$ cat config.mk
export PLATFORM = sky130hd
export DESIGN_NAME = id_ex_stage
export DESIGN_NICKNAME = d
export VERILOG_FILES = /design/src/rtl/id_ex_stage_pkg.sv /design/src/rtl/id_ex_stage_hazard.sv /design/src/rtl/id_ex_stage.sv
export SDC_FILE = /design/constraint.sdc
export NUM_CORES = 1
export LEC_CHECK = 0
export CAP_MARGIN = 20
export CORE_AREA = 8 8 178 180
export DETAILED_ROUTE_END_ITERATION = 7
export DIE_AREA = 0 0 186 188
export HOLD_SLACK_MARGIN = 0.08
export PLACE_DENSITY = 0.69
export RECOVER_POWER = 50
export SKIP_LAST_GASP = 1
export SLEW_MARGIN = 10
export SYNTH_ARGS = -nofsm -noshare
export SYNTH_HDL_FRONTEND = slang
export SYNTH_SLANG_ARGS = --single-unit
$ cat constraint.sdc
create_clock -name clk -period 7.8 [get_ports clk]
set_input_delay 1.56 -clock clk [delete_from_list [all_inputs] [get_ports clk]]
set_output_delay 1.56 -clock clk [all_outputs]
set_load 0.05 [all_outputs]
$ cat src/rtl/id_ex_stage_pkg.sv
// Shared definitions for the ID/EX stage: control bundle layout, hard-zero
// register index and the per-cycle action taken by the EX register.
package id_ex_stage_pkg;

  localparam int unsigned CTRL_W = 9;

  localparam int unsigned CTRL_REGWRITE = 0;
  localparam int unsigned CTRL_MEMREAD  = 1;
  localparam int unsigned CTRL_MEMWRITE = 2;
  localparam int unsigned CTRL_MEMTOREG = 3;
  localparam int unsigned CTRL_ALUSRC   = 4;
  localparam int unsigned CTRL_ALUOP_LO = 5;
  localparam int unsigned CTRL_ALUOP_HI = 6;
  localparam int unsigned CTRL_UNCONDBR = 7;
  localparam int unsigned CTRL_BRANCH   = 8;

  localparam logic [4:0] ZERO_REG = 5'd0;

  typedef enum logic [1:0] {
    ACT_LOAD,
    ACT_FLUSH,
    ACT_BUBBLE,
    ACT_HOLD
  } ex_act_e;

endpackage

$ cat src/rtl/id_ex_stage_hazard.sv
// Load-use hazard detector: a load in EX whose destination is read by the
// instruction currently in ID.
module hazard_detect
  import id_ex_stage_pkg::*;
#(
  parameter logic [4:0] ZERO_IDX = ZERO_REG
) (
  input  logic       ex_valid_i,
  input  logic       ex_memread_i,
  input  logic [4:0] ex_rd_i,
  input  logic       id_valid_i,
  input  logic       id_use_rm_i,
  input  logic       id_use_rn_i,
  input  logic [4:0] id_rm_i,
  input  logic [4:0] id_rn_i,
  output logic       hazard_o
);

  logic src_match;

  always_comb begin
    src_match = (id_use_rm_i && (id_rm_i == ex_rd_i)) ||
                (id_use_rn_i && (id_rn_i == ex_rd_i));
    hazard_o  = ex_valid_i && ex_memread_i && (ex_rd_i != ZERO_IDX) &&
                id_valid_i && src_match;
  end

endmodule

$ cat src/rtl/id_ex_stage.sv
// ID/EX pipeline register with load-use bubble insertion, branch flush
// (deferred across memory stalls) and saturating stall counters.
module id_ex_stage #(
  parameter int unsigned DATA_W   = 64,
  parameter int unsigned CTRL_W   = id_ex_stage_pkg::CTRL_W,
  parameter logic [4:0]  ZERO_REG = id_ex_stage_pkg::ZERO_REG,
  parameter int unsigned CNT_W    = 16
) (
  input  logic              clk,
  input  logic              rst_n,
  input  logic              id_valid,
  input  logic [4:0]        id_rm,
  input  logic [4:0]        id_rn,
  input  logic [4:0]        id_rd,
  input  logic              id_use_rm,
  input  logic              id_use_rn,
  input  logic [DATA_W-1:0] id_data_a,
  input  logic [DATA_W-1:0] id_data_b,
  input  logic [DATA_W-1:0] id_imm,
  input  logic [CTRL_W-1:0] id_ctrl,
  input  logic              flush_EX,
  input  logic              mem_stall,
  output logic              ex_valid,
  output logic [4:0]        rm_EX,
  output logic [4:0]        rn_EX,
  output logic [4:0]        rd_EX,
  output logic [DATA_W-1:0] data_a_EX,
  output logic [DATA_W-1:0] data_b_EX,
  output logic [DATA_W-1:0] imm_EX,
  output logic [CTRL_W-1:0] ctrl_EX,
  output logic              pc_write,
  output logic              ifid_write,
  output logic              ifid_flush,
  output logic              load_use_stall,
  output logic [CNT_W-1:0]  lu_stall_cnt,
  output logic [CNT_W-1:0]  mem_stall_cnt
);

  id_ex_stage_pkg::ex_act_e act;

  logic              hazard_w;
  logic              flush_eff;
  logic              flush_pend_q, flush_pend_d;
  logic              ex_valid_q, ex_valid_d;
  logic [4:0]        rm_q, rm_d, rn_q, rn_d, rd_q, rd_d;
  logic [DATA_W-1:0] data_a_q, data_a_d, data_b_q, data_b_d, imm_q, imm_d;
  logic [CTRL_W-1:0] ctrl_q, ctrl_d;
  logic [CNT_W-1:0]  lu_cnt_q, lu_cnt_d, mem_cnt_q, mem_cnt_d;

  hazard_detect #(
    .ZERO_IDX (ZERO_REG)
  ) u_hazard (
    .ex_valid_i   (ex_valid_q),
    .ex_memread_i (ctrl_q[id_ex_stage_pkg::CTRL_MEMREAD]),
    .ex_rd_i      (rd_q),
    .id_valid_i   (id_valid),
    .id_use_rm_i  (id_use_rm),
    .id_use_rn_i  (id_use_rn),
    .id_rm_i      (id_rm),
    .id_rn_i      (id_rn),
    .hazard_o     (hazard_w)
  );

  // While in reset the front end is left free-running (act stays LOAD).
  always_comb begin
    act       = id_ex_stage_pkg::ACT_LOAD;
    flush_eff = flush_EX | flush_pend_q;
    if (!rst_n)         act = id_ex_stage_pkg::ACT_LOAD;
    else if (mem_stall) act = id_ex_stage_pkg::ACT_HOLD;
    else if (flush_eff) act = id_ex_stage_pkg::ACT_FLUSH;
    else if (hazard_w)  act = id_ex_stage_pkg::ACT_BUBBLE;
  end

  assign pc_write       = (act == id_ex_stage_pkg::ACT_LOAD) || (act == id_ex_stage_pkg::ACT_FLUSH);
  assign ifid_write     = pc_write;
  assign ifid_flush     = (act == id_ex_stage_pkg::ACT_FLUSH);
  assign load_use_stall = (act == id_ex_stage_pkg::ACT_BUBBLE);

  always_comb begin
    ex_valid_d   = ex_valid_q;
    rm_d         = rm_q;
    rn_d         = rn_q;
    rd_d         = rd_q;
    data_a_d     = data_a_q;
    data_b_d     = data_b_q;
    imm_d        = imm_q;
    ctrl_d       = ctrl_q;
    flush_pend_d = flush_pend_q;
    lu_cnt_d     = lu_cnt_q;
    mem_cnt_d    = mem_cnt_q;
    unique case (act)
      id_ex_stage_pkg::ACT_HOLD: begin
        flush_pend_d = flush_pend_q | flush_EX;
        if (mem_cnt_q != '1) mem_cnt_d = mem_cnt_q + CNT_W'(1);
      end
      id_ex_stage_pkg::ACT_FLUSH, id_ex_stage_pkg::ACT_BUBBLE: begin
        // Bubble clears control and indices only; operand data is don't-care.
        ex_valid_d   = 1'b0;
        rm_d         = '0;
        rn_d         = '0;
        rd_d         = '0;
        ctrl_d       = '0;
        flush_pend_d = 1'b0;
        if (act == id_ex_stage_pkg::ACT_BUBBLE && lu_cnt_q != '1)
          lu_cnt_d = lu_cnt_q + CNT_W'(1);
      end
      default: begin
        ex_valid_d = id_valid;
        rm_d       = id_rm;
        rn_d       = id_rn;
        rd_d       = id_rd;
        data_a_d   = id_data_a;
        data_b_d   = id_data_b;
        imm_d      = id_imm;
        ctrl_d     = id_ctrl;
      end
    endcase
  end

  always_ff @(posedge clk or negedge rst_n) begin
    if (!rst_n) begin
      ex_valid_q   <= 1'b0;
      rm_q         <= '0;
      rn_q         <= '0;
      rd_q         <= '0;
      data_a_q     <= '0;
      data_b_q     <= '0;
      imm_q        <= '0;
      ctrl_q       <= '0;
      flush_pend_q <= 1'b0;
      lu_cnt_q     <= '0;
      mem_cnt_q    <= '0;
    end else begin
      ex_valid_q   <= ex_valid_d;
      rm_q         <= rm_d;
      rn_q         <= rn_d;
      rd_q         <= rd_d;
      data_a_q     <= data_a_d;
      data_b_q     <= data_b_d;
      imm_q        <= imm_d;
      ctrl_q       <= ctrl_d;
      flush_pend_q <= flush_pend_d;
      lu_cnt_q     <= lu_cnt_d;
      mem_cnt_q    <= mem_cnt_d;
    end
  end

  assign ex_valid      = ex_valid_q;
  assign rm_EX         = rm_q;
  assign rn_EX         = rn_q;
  assign rd_EX         = rd_q;
  assign data_a_EX     = data_a_q;
  assign data_b_EX     = data_b_q;
  assign imm_EX        = imm_q;
  assign ctrl_EX       = ctrl_q;
  assign lu_stall_cnt  = lu_cnt_q;
  assign mem_stall_cnt = mem_cnt_q;

endmodule

== Yosys cells after proc, flatten, opt, wreduce, memory -nomap -nowiden ==
Cells that the tools add are included.

* Equal/unequal tests: 7
* $add $sub $neg: 2
* Bitwise gates (word level): 1
* Reductions and logical operators: 16
* Mux-type cells: 10

{| class="wikitable"
|+ Operators with widths
! operator !! count
|-
| 16-bit by 1-bit adder with 16-bit output, second input constant || 2
|-
| 16-bit inequality test, second input constant || 2
|-
| 5-bit case mux with 2 select lines || 3
|-
| 9-bit case mux with 2 select lines || 1
|-
| 5-bit == test || 2
|-
| 2-bit 2-to-1 mux || 4
|-
| 1-bit logical AND || 7
|-
| 5-bit nonzero test || 1
|-
| 2-bit == test, second input constant || 2
|-
| 1-bit case mux with 2 select lines || 2
|-
| 2-bit AND reduction || 2
|-
| 3-bit OR reduction || 1
|-
| 2-bit by 1-bit == test with 1-bit output, second input constant || 1
|-
| 2-bit zero test || 1
|-
| 1-bit logical OR || 2
|-
| 2-bit nonzero test || 1
|-
| 2-bit OR reduction || 1
|-
| 1-bit OR || 1
|}

* Logic and storage cells: 47
* Bits in registers: 250
* Output and inout port bits: 253

== Logic depth before layout (Yosys ltp) ==
* Word-level depth: 11
* Gate-level depth with buffers: 11
* Mapped depth without buffers: 10

== By module ==
Synthesis repeated with hierarchy kept, for this count alone.

* Cells, all modules: 683
* Area, all modules: 9,907.0 sq um

{| class="wikitable"
|+ Modules (own cells, without submodules)
! module !! cells an instance !! area an instance (sq um) !! instances
|-
| id_ex_stage || 666 || 9,775.6 || 1
|-
| hazard_detect || 17 || 131.4 || 1
|}

== Least setup slack after synthesis ==
OpenSTA, ideal clock, no wires.

* Kind: input-to-output
* Start point: input port id_rm[0]
* End point: output port pc_write
* Arrival time: 3,613 ps
* Setup slack: 2,627 ps
* Data required time: 6,240 ps
* Path buffers: 1
* Stages on the path: 8
* Path through: xor2_1 nor4_1 and3_1 a31oi_1 o41a_1 ha_1 or2_2 buf_4

* Cells in the longest elaborated chain, start to end: 10
* Elaborated cells between the ends (all ways): 11
* Classes of those cells: eq/ne: 2; mux: 4; reduce/logical: 5

{| class="wikitable"
|+ RTL lines
! what !! line !! text
|-
| from (decl) || id_ex_stage.sv:12 || <nowiki>input logic [4:0] id_rm,</nowiki>
|-
| 5-bit == test || id_ex_stage_hazard.sv:22 || <nowiki>src_match = (id_use_rm_i && (id_rm_i == ex_rd_i)) ||</nowiki>
|-
| 1-bit logical AND || id_ex_stage_hazard.sv:22 ||
|-
| 1-bit logical OR || id_ex_stage_hazard.sv:22 ||
|-
| 1-bit logical AND || id_ex_stage_hazard.sv:25 || <nowiki>id_valid_i && src_match;</nowiki>
|-
| 2-bit 2-to-1 mux || id_ex_stage.sv:71 || <nowiki>else if (hazard_w) act = id_ex_stage_pkg::ACT_BUBBLE;</nowiki>
|-
| 2-bit 2-to-1 mux || id_ex_stage.sv:70 || <nowiki>else if (flush_eff) act = id_ex_stage_pkg::ACT_FLUSH;</nowiki>
|-
| 2-bit 2-to-1 mux || id_ex_stage.sv:69 || <nowiki>else if (mem_stall) act = id_ex_stage_pkg::ACT_HOLD;</nowiki>
|-
| 2-bit 2-to-1 mux || id_ex_stage.sv:68 || <nowiki>if (!rst_n) act = id_ex_stage_pkg::ACT_LOAD;</nowiki>
|-
| 2-bit by 1-bit == test with 1-bit output || - ||
|-
| net ifid_flush || id_ex_stage.sv:33 || <nowiki>output logic ifid_flush,</nowiki>
|-
| 1-bit logical OR || id_ex_stage.sv:74 || <nowiki>assign pc_write = (act == id_ex_stage_pkg::ACT_LOAD) || (act == id_ex_stage_pkg::ACT_FLUSH);</nowiki>
|-
| to (decl) || id_ex_stage.sv:31 || <nowiki>output logic pc_write,</nowiki>
|}

The timed path passes the listed nets, and every way through them passes these cells.

== Worst setup path after layout ==
* Start point: input port id_rn[4]
* End point: output port ifid_write

* Cells in the longest elaborated chain, start to end: 10
* Elaborated cells between the ends (all ways): 11
* Classes of those cells: eq/ne: 2; mux: 4; reduce/logical: 5

{| class="wikitable"
|+ RTL lines
! what !! line !! text
|-
| from (decl) || id_ex_stage.sv:13 || <nowiki>input logic [4:0] id_rn,</nowiki>
|-
| 5-bit == test (*) || id_ex_stage_hazard.sv:23 || <nowiki>(id_use_rn_i && (id_rn_i == ex_rd_i));</nowiki>
|-
| 1-bit logical AND (*) || id_ex_stage_hazard.sv:23 ||
|-
| 1-bit logical OR (*) || id_ex_stage_hazard.sv:22 ||
|-
| 1-bit logical AND (*) || id_ex_stage_hazard.sv:25 ||
|-
| 2-bit 2-to-1 mux (*) || id_ex_stage.sv:71 ||
|-
| 2-bit 2-to-1 mux (*) || id_ex_stage.sv:70 ||
|-
| 2-bit 2-to-1 mux (*) || id_ex_stage.sv:69 ||
|-
| 2-bit 2-to-1 mux (*) || id_ex_stage.sv:68 ||
|-
| 2-bit by 1-bit == test with 1-bit output / 2-bit zero test (equally long branches) || id_ex_stage.sv:74 ||
|-
| 1-bit logical OR (*) || id_ex_stage.sv:74 ||
|-
| to (decl) || id_ex_stage.sv:32 || <nowiki>output logic ifid_write,</nowiki>
|}

Every way passes the cells marked *; elsewhere a longest branch is shown, timed or not.

==> metrics.yaml <==
status: "finished with violations"
violations: "max-capacitance violations, max-slew violations"
placedInstanceArea_um2: 15000
overflow: 0
gr-usage-met2: 0.3235
use_met3: 0.07354
cts_tree: "yes"
drive_above_1_share: 0.2058
cp-end-kind: "output pin"
leakage_nw: 6.687
final_cell_area_um2: 15850
cts_hold_buf: 0
tightest_slew_ns: 4.037
finalNonFillerCells: 1568
die_h_um: 188
irDropWorstVdd_uv: 151.6
use_met1: 0.1961
ys_types: 31
syn_area_per_cell_um2: 14.43
r2r-start: "rd_EX[4]"
path_class: "in2out"
cp-endpoint: "ifid_write"
r2r_slack_ns: 4.40
cts_setup_buffers: 0
synth.area.top_cells: "dfrtp_1 64%, mux2_2 22%, nand2_1 2.5%, nand3b_1 1.9%, xor2_1 1.8%"
cts_max_level: 1
switching_power_mw: 1.628
synth_ff_type: "dfrtp_1"
drt_pre_antenna_iters: 4
start_util: 0.3388
p_per_area_nw_per_um2: 278.5
fp.dieArea_um2: 34970
drv_cap: 1
path_clk_slew_ns: 0.06
top_usage_layer: "met2"
place_inst: 1518
final-seq-area_um2: 6256
synth_fp_nets: 910
relSlewSlack: -1.691
finClkSkew_ns: 0.007198
ys_ff_latch: 250
seqPwrFrac: 0.365
hold_viol_final: 0
clock-sinks: 250
cp.required_ns: 6.24
place.gp.congestion: 0.8468
switching_share: 0.3688
intPower_mw: 2.787
async_reset_ff_frac: 1.000
viasPerCell: 4.649
drcViolationCount: 0
rsz0062_at_grt: "false"
grt_first_pass_wirelength_mm: 49.09
path_max_fanout: 3
p_comb_frac: 0.353
synthToLayoutAreaGrowth_pct: 61.33
fin_crit_sh: 0.7507
yosys_warnings: 0
setup_slack_ns: 1.944
netlist_area_um2: 9827
total_power_mw: 4.415
synth-edff-count: 0
grt_max_degree: 160
nNetsFinal: 1387
arrival_ns: 4.30
routedWlPerCell_um: 21.07
ant_nets: 0
numCtsBuffers: 28
cp-start-kind: "input pin"
routed_wl_mm: 33.04
yosysTopAreaCellShare: 0.6366
hold_path.class: "reg2reg"
grt_pass1_vias: 7878
synthCells: 681
ys_seq_area_frac: 0.6366
grt_antenna_before_repair: 3
post-route-min-period_ns: 5.856
rows: 63
ff2ff_path_depth: 10
clk_latency_ns: 0.53
reg2reg_to: "lu_stall_cnt[12]"
setup_viol: 0
core_area_um2: 29010
io_buffers: 475
place_ws_ns: 1.957
max_freq_mhz: 170.8
via_count: 7290
cts_root_buf: "clkbuf_16"
clock_power_share: 0.282
cp-startpoint: "id_rn[4]"
drt_iter0_drc: 338
die_w_um: 186
fillers: 2493
max-clock-path-buffers: 3
multi_input_area_um2: 3430
yosys.area.top_type: "dfrtp_1"
ctsResizeCount: 0
track_usage: 0.1829
dp.final_hpwl_mm: 25.34
ios: 476
slew_violations: 160
finalSetupTns_ns: 0
==> cells by family (layout without fill, tap and decap cells) <==
kind of cell | count (synthesis) | count (layout) | synth area share
flip-flops | 250 | 250 | 0.6366
buffers and inverters | 38 | 533 | 0.01541
AO/OA/AOI/OAI | 10 | 10 | 0.006493
multiplexers | 193 | 193 | 0.2215
other | 0 | 2 | 0
AND/OR/NAND/NOR | 146 | 146 | 0.07843
XOR/XNOR | 38 | 38 | 0.03387
adder cells (fa/ha/maj) | 6 | 6 | 0.007639
==> cells in the final DEF (no fill, tap or decap), types with 4 or more instances in the layout <==
cell type and count:
dfrtp_1 250, ha_1 5, xor2_1 20, mux2_2 192, clkinv_2 4, nand4_1 12, xnor2_1 18, inv_1 5
nor4_1 5, clkbuf_16 29, nand2_1 65, nand3b_1 25, dlygate4sd3_1 121, nor2_1 7, and3_1 9, clkdlybuf4s50_1 353
nor3_1 4, clkbuf_1 9, nand3_1 8, clkbuf_8 6
==> worst min-delay path by stage <==
stage / to / depth (start not counted) / slack [ns] / startpoint
2_1_floorplan: ctrl_EX[1] / 2 / 0.46 / ctrl_EX[1]
3_3_place_gp: ctrl_EX[5] / 2 / 0.45 / ctrl_EX[5]
3_5_place_dp: ctrl_EX[7] / 2 / 0.46 / ctrl_EX[7]
4_1_cts: ctrl_EX[7] / 2 / 0.47 / ctrl_EX[7]
5_1_grt: ctrl_EX[7] / 2 / 0.49 / ctrl_EX[7]
6_report: rn_EX[3] / 2 / 0.47 / rn_EX[3]
==> power by group through the flow <==
stage	Sequential [mW]	Clock [mW]	Combinational (mW)
after floorplan	2.31	0	0.275
after global placement	1.63	0	1.61
after detailed placement	1.64	0	1.61
after CTS	1.62	1.29	1.62
after global routing	1.64	1.33	1.62
final	1.61	1.25	1.56
==> through the flow <==
step / util / hold WS [ns]
4_1_cts: 0.5471 / 0.4685
2_1_floorplan: - / 0.4617
3_3_place_gp: 0.5173 / 0.4492
6_report: 0.5465 / 0.4653
5_1_grt: 0.5465 / 0.4940
3_5_place_dp: 0.5173 / 0.4589
==> worst max-delay path, cell delays in order <==
cell	delay, ns
clkdlybuf4s50_1	0.49
xor2_1	0.19
nor4_1	0.27
a31oi_1	0.16
o41a_1	0.41
ha_1	0.23
or2_2	0.29
clkdlybuf4s50_1	0.71
==> cell type report <==
type	instances	share of cell area
Sequential cell	250	0.3946
Timing Repair Buffer	480	0.3022
Multi-Input combinational cell	393	0.2163
Clock buffer	43	0.05288
Tap cell	390	0.03078
Clock inverter	5	0.001736
Inverter	5	0.001184
Antenna cell	2	0.0003157
==> synthesized netlist by cell type (all sizes together) (5+ instances only) <==
| cell type | n |
|---|---|
| nand3 | 8 |
| nand4 | 12 |
| inv | 5 |
| ha | 6 |
| and3 | 9 |
| dfrtp | 250 |
| buf | 8 |
| nand3b | 25 |
| nand2 | 65 |
| mux2 | 193 |
| nor2 | 7 |
| clkbuf | 25 |
| nor4 | 6 |
| xnor2 | 18 |
| xor2 | 20 |
==> layer usage <==
metal,vias up,wire (µm)
li1,3320,-
met3,58,3620
met4,2,905
met2,313,16640
met5,-,11
met1,3597,11870
==> state kept, by name, indices dropped and copies added, names as in the netlist <==
signal,count
data_a_EX,64
data_b_EX,64
imm_EX,64
lu_stall_cnt,16
mem_stall_cnt,16
ctrl_EX,9
rd_EX,5
rm_EX,5
rn_EX,5
ex_valid,1
flush_pend_q,1
Note: power is estimated with default switching activity, not from simulation.
